File: src/rtl/olive_servo_pkg.sv
// Shared constants and types for the olive servo frame scheduler.
package olive_servo_pkg;

    typedef logic [15:0] width_t;

    localparam int NUM_CH = 8;

    // Register word addresses
    localparam logic [3:0] ADDR_WIDTH0 = 4'd0;
    localparam logic [3:0] ADDR_CTRL   = 4'd8;
    localparam logic [3:0] ADDR_STATUS = 4'd9;

    // CTRL / STATUS bit positions
    localparam int CTRL_EN_LSB      = 0;
    localparam int CTRL_EN_MSB      = 7;
    localparam int CTRL_IEN_BIT     = 31;
    localparam int STATUS_FRAME_BIT = 0;
    localparam int STATUS_US_LSB    = 16;

    // Saturate a requested pulse width to the configured maximum.
    function automatic width_t clamp_width(input width_t w, input width_t max_w);
        return (w > max_w) ? max_w : w;
    endfunction

endpackage

File: src/rtl/olive_servo_tick.sv
// Microsecond prescaler: one-cycle tick every TICK_DIV clocks.
module olive_servo_tick
    import olive_servo_pkg::*;
#(
    parameter int TICK_DIV = 25
) (
    input  logic clk,
    input  logic reset,
    output logic tick
);

    localparam int CW = (TICK_DIV > 1) ? $clog2(TICK_DIV) : 1;
    localparam logic [CW-1:0] TERM = CW'(TICK_DIV - 1);

    logic [CW-1:0] div_cnt_q;
    logic [CW-1:0] div_cnt_d;

    assign tick = (div_cnt_q == TERM);

    // Next prescaler count: wrap to zero on the terminal value.
    always_comb begin
        div_cnt_d = tick ? '0 : div_cnt_q + 1'b1;
    end

    // Prescaler state register.
    always_ff @(posedge clk or posedge reset) begin
        if (reset) div_cnt_q <= '0;
        else       div_cnt_q <= div_cnt_d;
    end

endmodule

File: src/rtl/olive_servo_sched.sv
// Servo frame scheduler: register file, frame-boundary shadow copy,
// microsecond frame counter and one width comparator per channel.
module olive_servo_sched
    import olive_servo_pkg::*;
#(
    parameter int TICK_DIV  = 25,
    parameter int PERIOD_US = 20000,
    parameter int MAX_US    = 2500
) (
    input  logic        clk,
    input  logic        reset,
    input  logic [3:0]  avs_address,
    input  logic        avs_write,
    input  logic [31:0] avs_writedata,
    input  logic        avs_read,
    output logic [31:0] avs_readdata,
    output logic        irq,
    output logic [7:0]  servo_pwm
);

    localparam width_t LAST_US = width_t'(PERIOD_US - 1);
    localparam width_t MAX_W   = width_t'(MAX_US);

    logic        tick;
    logic        wrap;
    width_t      width_q    [NUM_CH];
    width_t      width_d    [NUM_CH];
    width_t      width_sh_q [NUM_CH];
    width_t      width_sh_d [NUM_CH];
    logic [7:0]  en_q, en_d, en_sh_q, en_sh_d;
    logic [7:0]  pwm_q, pwm_d;
    logic        ien_q, ien_d;
    logic        frame_q, frame_d;
    width_t      us_cnt_q, us_cnt_d;
    logic [31:0] readdata_q, readdata_d;
    logic        unused_wdata;

    assign unused_wdata = ^avs_writedata[30:16];

    olive_servo_tick #(.TICK_DIV(TICK_DIV)) u_tick (
        .clk   (clk),
        .reset (reset),
        .tick  (tick)
    );

    assign wrap = tick && (us_cnt_q == LAST_US);

    // Frame position counter, advanced once per microsecond tick.
    always_comb begin
        us_cnt_d = us_cnt_q;
        if (tick) us_cnt_d = wrap ? '0 : us_cnt_q + 1'b1;
    end

    // Software-visible registers; a frame wrap beats a same-cycle FRAME clear.
    always_comb begin
        for (int i = 0; i < NUM_CH; i++) width_d[i] = width_q[i];
        en_d    = en_q;
        ien_d   = ien_q;
        frame_d = frame_q;
        if (avs_write) begin
            for (int i = 0; i < NUM_CH; i++) begin
                if (avs_address == ADDR_WIDTH0 + 4'(i))
                    width_d[i] = clamp_width(avs_writedata[15:0], MAX_W);
            end
            if (avs_address == ADDR_CTRL) begin
                en_d  = avs_writedata[CTRL_EN_MSB:CTRL_EN_LSB];
                ien_d = avs_writedata[CTRL_IEN_BIT];
            end
            if (avs_address == ADDR_STATUS && avs_writedata[STATUS_FRAME_BIT])
                frame_d = 1'b0;
        end
        if (wrap) frame_d = 1'b1;
    end

    // Shadow copies take the pre-write register values, only at a wrap.
    always_comb begin
        for (int i = 0; i < NUM_CH; i++)
            width_sh_d[i] = wrap ? width_q[i] : width_sh_q[i];
        en_sh_d = wrap ? en_q : en_sh_q;
    end

    // Read mux; unmapped addresses and idle cycles return zero.
    always_comb begin
        readdata_d = '0;
        if (avs_read) begin
            if (avs_address < ADDR_CTRL) begin
                readdata_d[15:0] = width_q[avs_address[2:0]];
            end else if (avs_address == ADDR_CTRL) begin
                readdata_d[CTRL_EN_MSB:CTRL_EN_LSB] = en_q;
                readdata_d[CTRL_IEN_BIT]            = ien_q;
            end else if (avs_address == ADDR_STATUS) begin
                readdata_d[STATUS_FRAME_BIT]      = frame_q;
                readdata_d[STATUS_US_LSB +: 16]   = us_cnt_q;
            end
        end
    end

    // One comparator per channel against the frame position.
    for (genvar g = 0; g < NUM_CH; g++) begin : g_cmp
        assign pwm_d[g] = en_sh_q[g] && (us_cnt_q < width_sh_q[g]);
    end

    // All state registers of the scheduler.
    always_ff @(posedge clk or posedge reset) begin
        if (reset) begin
            for (int i = 0; i < NUM_CH; i++) begin
                width_q[i]    <= '0;
                width_sh_q[i] <= '0;
            end
            en_q       <= '0;
            en_sh_q    <= '0;
            ien_q      <= 1'b0;
            frame_q    <= 1'b0;
            us_cnt_q   <= '0;
            pwm_q      <= '0;
            readdata_q <= '0;
        end else begin
            for (int i = 0; i < NUM_CH; i++) begin
                width_q[i]    <= width_d[i];
                width_sh_q[i] <= width_sh_d[i];
            end
            en_q       <= en_d;
            en_sh_q    <= en_sh_d;
            ien_q      <= ien_d;
            frame_q    <= frame_d;
            us_cnt_q   <= us_cnt_d;
            pwm_q      <= pwm_d;
            readdata_q <= readdata_d;
        end
    end

    assign servo_pwm    = pwm_q;
    assign avs_readdata = readdata_q;
    assign irq          = frame_q & ien_q;

endmodule
File: config.mk
export PLATFORM = sky130hd
export DESIGN_NAME = olive_servo_sched
export DESIGN_NICKNAME = d
export VERILOG_FILES = /design/src/rtl/olive_servo_pkg.sv /design/src/rtl/olive_servo_tick.sv /design/src/rtl/olive_servo_sched.sv
export SDC_FILE = /design/constraint.sdc
export NUM_CORES = 1
export LEC_CHECK = 0
export ABC_CLOCK_PERIOD_IN_PS = 13650
export CORE_MARGIN = 2
export CORE_UTILIZATION = 45
export CTS_BUF_LIST = sky130_fd_sc_hd__clkbuf_4 sky130_fd_sc_hd__clkbuf_8
export DETAILED_ROUTE_END_ITERATION = 8
export RECOVER_POWER = 50
export SLEW_MARGIN = 0
export SYNTH_ARGS = -nofsm -noshare
export SYNTH_HDL_FRONTEND = slang
export SYNTH_SLANG_ARGS = --single-unit
File: constraint.sdc
create_clock -name clk -period 13.65 [get_ports clk]
set_clock_uncertainty 0.2 [all_clocks]
set_input_delay 2.0475 -clock clk [delete_from_list [all_inputs] [get_ports clk]]
set_output_delay 2.0475 -clock clk [all_outputs]
set_load 0.02 [all_outputs]
==> flow_metrics.py <==
metrics = {
    "outcome": {
        "outcome": "complete, but fails checks",
        "violations": "max-capacitance violations, max-slew violations",
    },
    "critical_path": {
        "cp.arrival_ns": 7.49,
        "worst-setup-path-type": "input port to asynchronous set/reset pin",
        "cp.required_ns": 14.07,
        "critPathCaptureType": "asynchronous set/reset pin",
        "reg2reg_slack_ns": 6.86,
        "max_stage_delay_ns": 2.83,
        "cp_max_fo": 111,
        "slowest_stage": "clkinvlp_2",
        "start_kind": "input port",
        "crit_buf_inv": 4,
        "r2r-start": "us_cnt_q[1]",
        "rr_worst_depth": 6,
        "reg2reg_to": "width_sh_q[23]",
        "cp_common_cell": "buf_4",
        "crit_chain": "dlygate4sd3_1 -> clkinvlp_2 -> buf_4 -> buf_4",
        "crit_family": "buffers and inverters",
    },
    "worst_hold_path": {
        "hold_class": "register to register",
        "whs_path_depth": 1,
        "min_from": "width_sh_q[37]",
        "hold-path-endpoint": "width_sh_q[37]",
    },
    "global_routing": {
        "antenna_found_initial": 0,
        "grt_max_degree": 112,
        "grt_overflow": 0,
        "grt_pass1_wl_mm": 68.7,
        "grtUsageTotal_pct": 23.8,
        "grt_pass1_vias": 11400,
    },
    "clocking": {
        "cts_buffers": 57,
        "hold_buffers": 0,
        "htreeDepth": 2,
        "cts_root_buf": "clkbuf_8",
        "clock_path_buffers": 3,
        "clkSinkCount": 335,
        "path_clk_slew_ns": 0.06,
        "ctsResizeCount": 0,
        "cts_tree": "done",
        "postCtsSetupRepairBufs": 0,
        "worstSkewPairLatency_ns": 0.62,
    },
    "sta": {
        "slew_headroom_pct": -245,
        "rsz0062_at_grt": "no",
        "timing.hold.ws_ns": 0.295,
        "period_needed_ns": 7.07,
        "finalSetupViolations": 0,
        "fmax_mhz": 141,
        "hold_violations": 0,
        "drv_slew": 213,
        "tns_ns": 0,
        "tightestPinTransition_ns": 5.15,
        "post-route-period-util_pct": 51.8,
    },
    "finish": {
        "fillers": 3264,
        "nets": 1691,
        "final_util_pct": 51.0,
        "syn2layout_area_growth_pct": 11.9,
        "fin_cells": 2036,
        "multi_input_comb_area_um2": 7300,
        "drive_gt1_share_pct": 14.3,
        "final-seq-area_um2": 8380,
        "antennaDiodeCount": 0,
    },
    "floorplanning": {
        "die-area_um2": 38500,
        "die_h_um": 196,
        "dieWidth_um": 196,
        "coreArea_um2": 36500,
        "io_pins": 81,
        "start_util_pct": 45.5,
        "row_count": 70,
    },
    "placed_design": {
        "portBuffers": 65,
        "post-dp-hpwl_mm": 30.6,
        "gp_congestion": 0.820,
        "dp.cells": 1937,
    },
    "yosys": {
        "syn_inst": 1432,
        "yosysUniqueCellTypes": 47,
        "avgSynthCellArea_um2": 11.6,
        "syn_nets": 1595,
        "ys_seq_elements": 335,
        "synth-async-reset-ratio_pct": 100,
        "syn_area_um2": 16600,
        "synth_flop_cell": "dfrtp_1",
        "ys_seq_area_share_pct": 50.4,
        "synth_edf_count": 0,
        "yosysWarnings": 0,
    },
    "routing": {
        "ant_nets": 0,
        "drc": 0,
        "dr.pass1.iters": 6,
        "vias": 11200,
        "wl_mm": 44.4,
        "vias_per_cell": 5.52,
        "routedWlPerCell_um": 21.8,
        "drt_first_iter_violations": 790,
    },
    "pwr": {
        "power.density_nw_per_um2": 113,
        "total_leakage_power_nw": 9.20,
        "power.total_mw": 2.10,
        "irDropWorstVdd_uv": 60.4,
    },
    "job": {
        "drv_cap": 2,
    },
}
## synth_stat cells, types with 2 or more instances
| cell type | number | area (um2) |
|---|---|---|
| o21a_1 | 2 | 15.0 |
| xor2_1 | 8 | 70.1 |
| a22oi_1 | 7 | 52.6 |
| nor2_1 | 85 | 319 |
| or2_2 | 2 | 12.5 |
| a31oi_1 | 11 | 68.8 |
| buf_1 | 6 | 22.5 |
| buf_6 | 11 | 124 |
| and3_1 | 3 | 18.8 |
| and4b_1 | 8 | 80.1 |
| mux4_2 | 21 | 473 |
| dfrtp_1 | 335 | 8380 |
| nand2_1 | 133 | 499 |
| inv_1 | 125 | 469 |
| nor4_1 | 6 | 37.5 |
| mux2_2 | 53 | 597 |
| nor3_1 | 7 | 35.0 |
| mux2_4 | 96 | 1440 |
| ha_1 | 123 | 1540 |
| mux2i_1 | 30 | 300 |
| o21ai_0 | 87 | 435 |
| clkbuf_1 | 14 | 52.6 |
| and2_1 | 41 | 257 |
| nand4_1 | 19 | 119 |
| nand3_1 | 21 | 105 |
| o221ai_1 | 3 | 26.3 |
| a21oi_1 | 91 | 455 |
| or4_1 | 2 | 15.0 |
| buf_2 | 8 | 40.0 |
| nand2b_1 | 12 | 75.1 |
| xnor2_1 | 7 | 61.3 |
| a22o_1 | 9 | 78.8 |
| a21o_1 | 22 | 165 |
| nor2b_1 | 11 | 68.8 |
## registers in the layout, summed over array words and instances, names as in the netlist
name / flops
avs_readdata: 32
en_q: 8
en_sh_q: 8
frame_q: 1
ien_q: 1
servo_pwm: 8
u_tick.div_cnt_q: 5
us_cnt_q: 16
width_q: 128
width_sh_q: 128
## metrics by stage
stage / area (um2) / setup WS [ns]
after CTS: 18900 / 8.61
after detailed placement: 17700 / 7.97
final: 18600 / 6.58
after floorplan: 16600 / 2.12
after global routing: 18600 / 5.63
after global placement: 17700 / 8.02
## how the worst max path moves through the flow
stage | startpoint | to | slack (ns) | cells after the start
after detailed placement | avs_address[2] | width_q[97] | 7.97 | 6
after global placement | avs_address[2] | width_q[96] | 8.02 | 6
after floorplan | reset | avs_readdata[0] | 2.12 | 1
after global routing | reset | width_q[64] | 5.63 | 4
final | reset | width_sh_q[81] | 6.58 | 4
after CTS | avs_address[2] | width_q[97] | 8.61 | 6
## cells by family after synthesis
kind of cell	share of synthesized area (%)
fa+ha+maj	9.25
xor+xnor	0.790
compound gates	7.99
flops	50.4
simple gates	10.4
mux	16.9
buf+inv	4.26
## routing by layer
metal / GRT usage [%] / vias to the layer above / wire, um
li1: - / 5184 / -
met1: 33.4 / 5614 / 20400
met2: 37.2 / 335 / 19800
met3: 4.28 / 104 / 2680
met4: 8.50 / 0 / 1540
met5: 0 / - / 0
## power by group
part | internal [mW] | leakage [nW] | switching, mW | total, mW
logic | 0.0469 | 4.07 | 0.0744 | 0.121
registers | 1.03 | 4.51 | 0.0347 | 1.06
clock network | 0.511 | 0.619 | 0.404 | 0.915
total | 1.59 | 9.20 | 0.513 | 2.10
## area by class of cell
class                   count  share of cell area (%)
flip-flops and latches    335                    45.0
multi-input cells         933                    39.2
clock buffers              94                    6.01
repair buffers             76                    3.88
well taps                 468                    3.15
inverters                 125                    2.53
clock inverters             5                   0.148
## worst reg2reg max path, cell delays in order, from the launching register on
cell	delay (ns)
dfrtp_1	0.71
ha_1	0.31
nand2_1	0.14
nor3_1	0.71
nand2_1	2.81
buf_4	1.35
mux2_4	0.44
## layout by cell type (no fill, tap or decap), types with 2 or more instances in the layout
| cell | netlist | layout |
|---|---|---|
| o21ai_0 | 87 | 87 |
| dlygate4sd3_1 | 0 | 43 |
| or4_1 | 2 | 2 |
| nand2_1 | 133 | 134 |
| a21o_1 | 22 | 22 |
| nand3_1 | 21 | 21 |
| buf_4 | 0 | 11 |
| a22oi_1 | 7 | 7 |
| nand2b_1 | 12 | 12 |
| a21oi_1 | 91 | 91 |
| nand4_1 | 19 | 19 |
| mux2_1 | 0 | 61 |
| xnor2_1 | 7 | 7 |
| mux2i_1 | 30 | 30 |
| and2_1 | 41 | 32 |
| a31oi_1 | 11 | 11 |
| a22o_1 | 9 | 9 |
| nor4_1 | 6 | 6 |
| mux4_2 | 21 | 21 |
| inv_1 | 125 | 124 |
| and4b_1 | 8 | 8 |
| o221ai_1 | 3 | 3 |
| and3_1 | 3 | 3 |
| mux2_2 | 53 | 53 |
| mux2_4 | 96 | 35 |
| dfrtp_1 | 335 | 335 |
| ha_1 | 123 | 123 |
| xor2_1 | 8 | 8 |
| and2_0 | 0 | 9 |
| nor2b_1 | 11 | 11 |
| clkinv_2 | 0 | 4 |
| clkbuf_4 | 0 | 28 |
| clkbuf_8 | 0 | 66 |
| nor3_1 | 7 | 8 |
| nor2_1 | 85 | 85 |
| clkdlybuf4s50_1 | 0 | 20 |
| o21a_1 | 2 | 2 |
No activity file was read; power rests on OpenSTA's default activity.
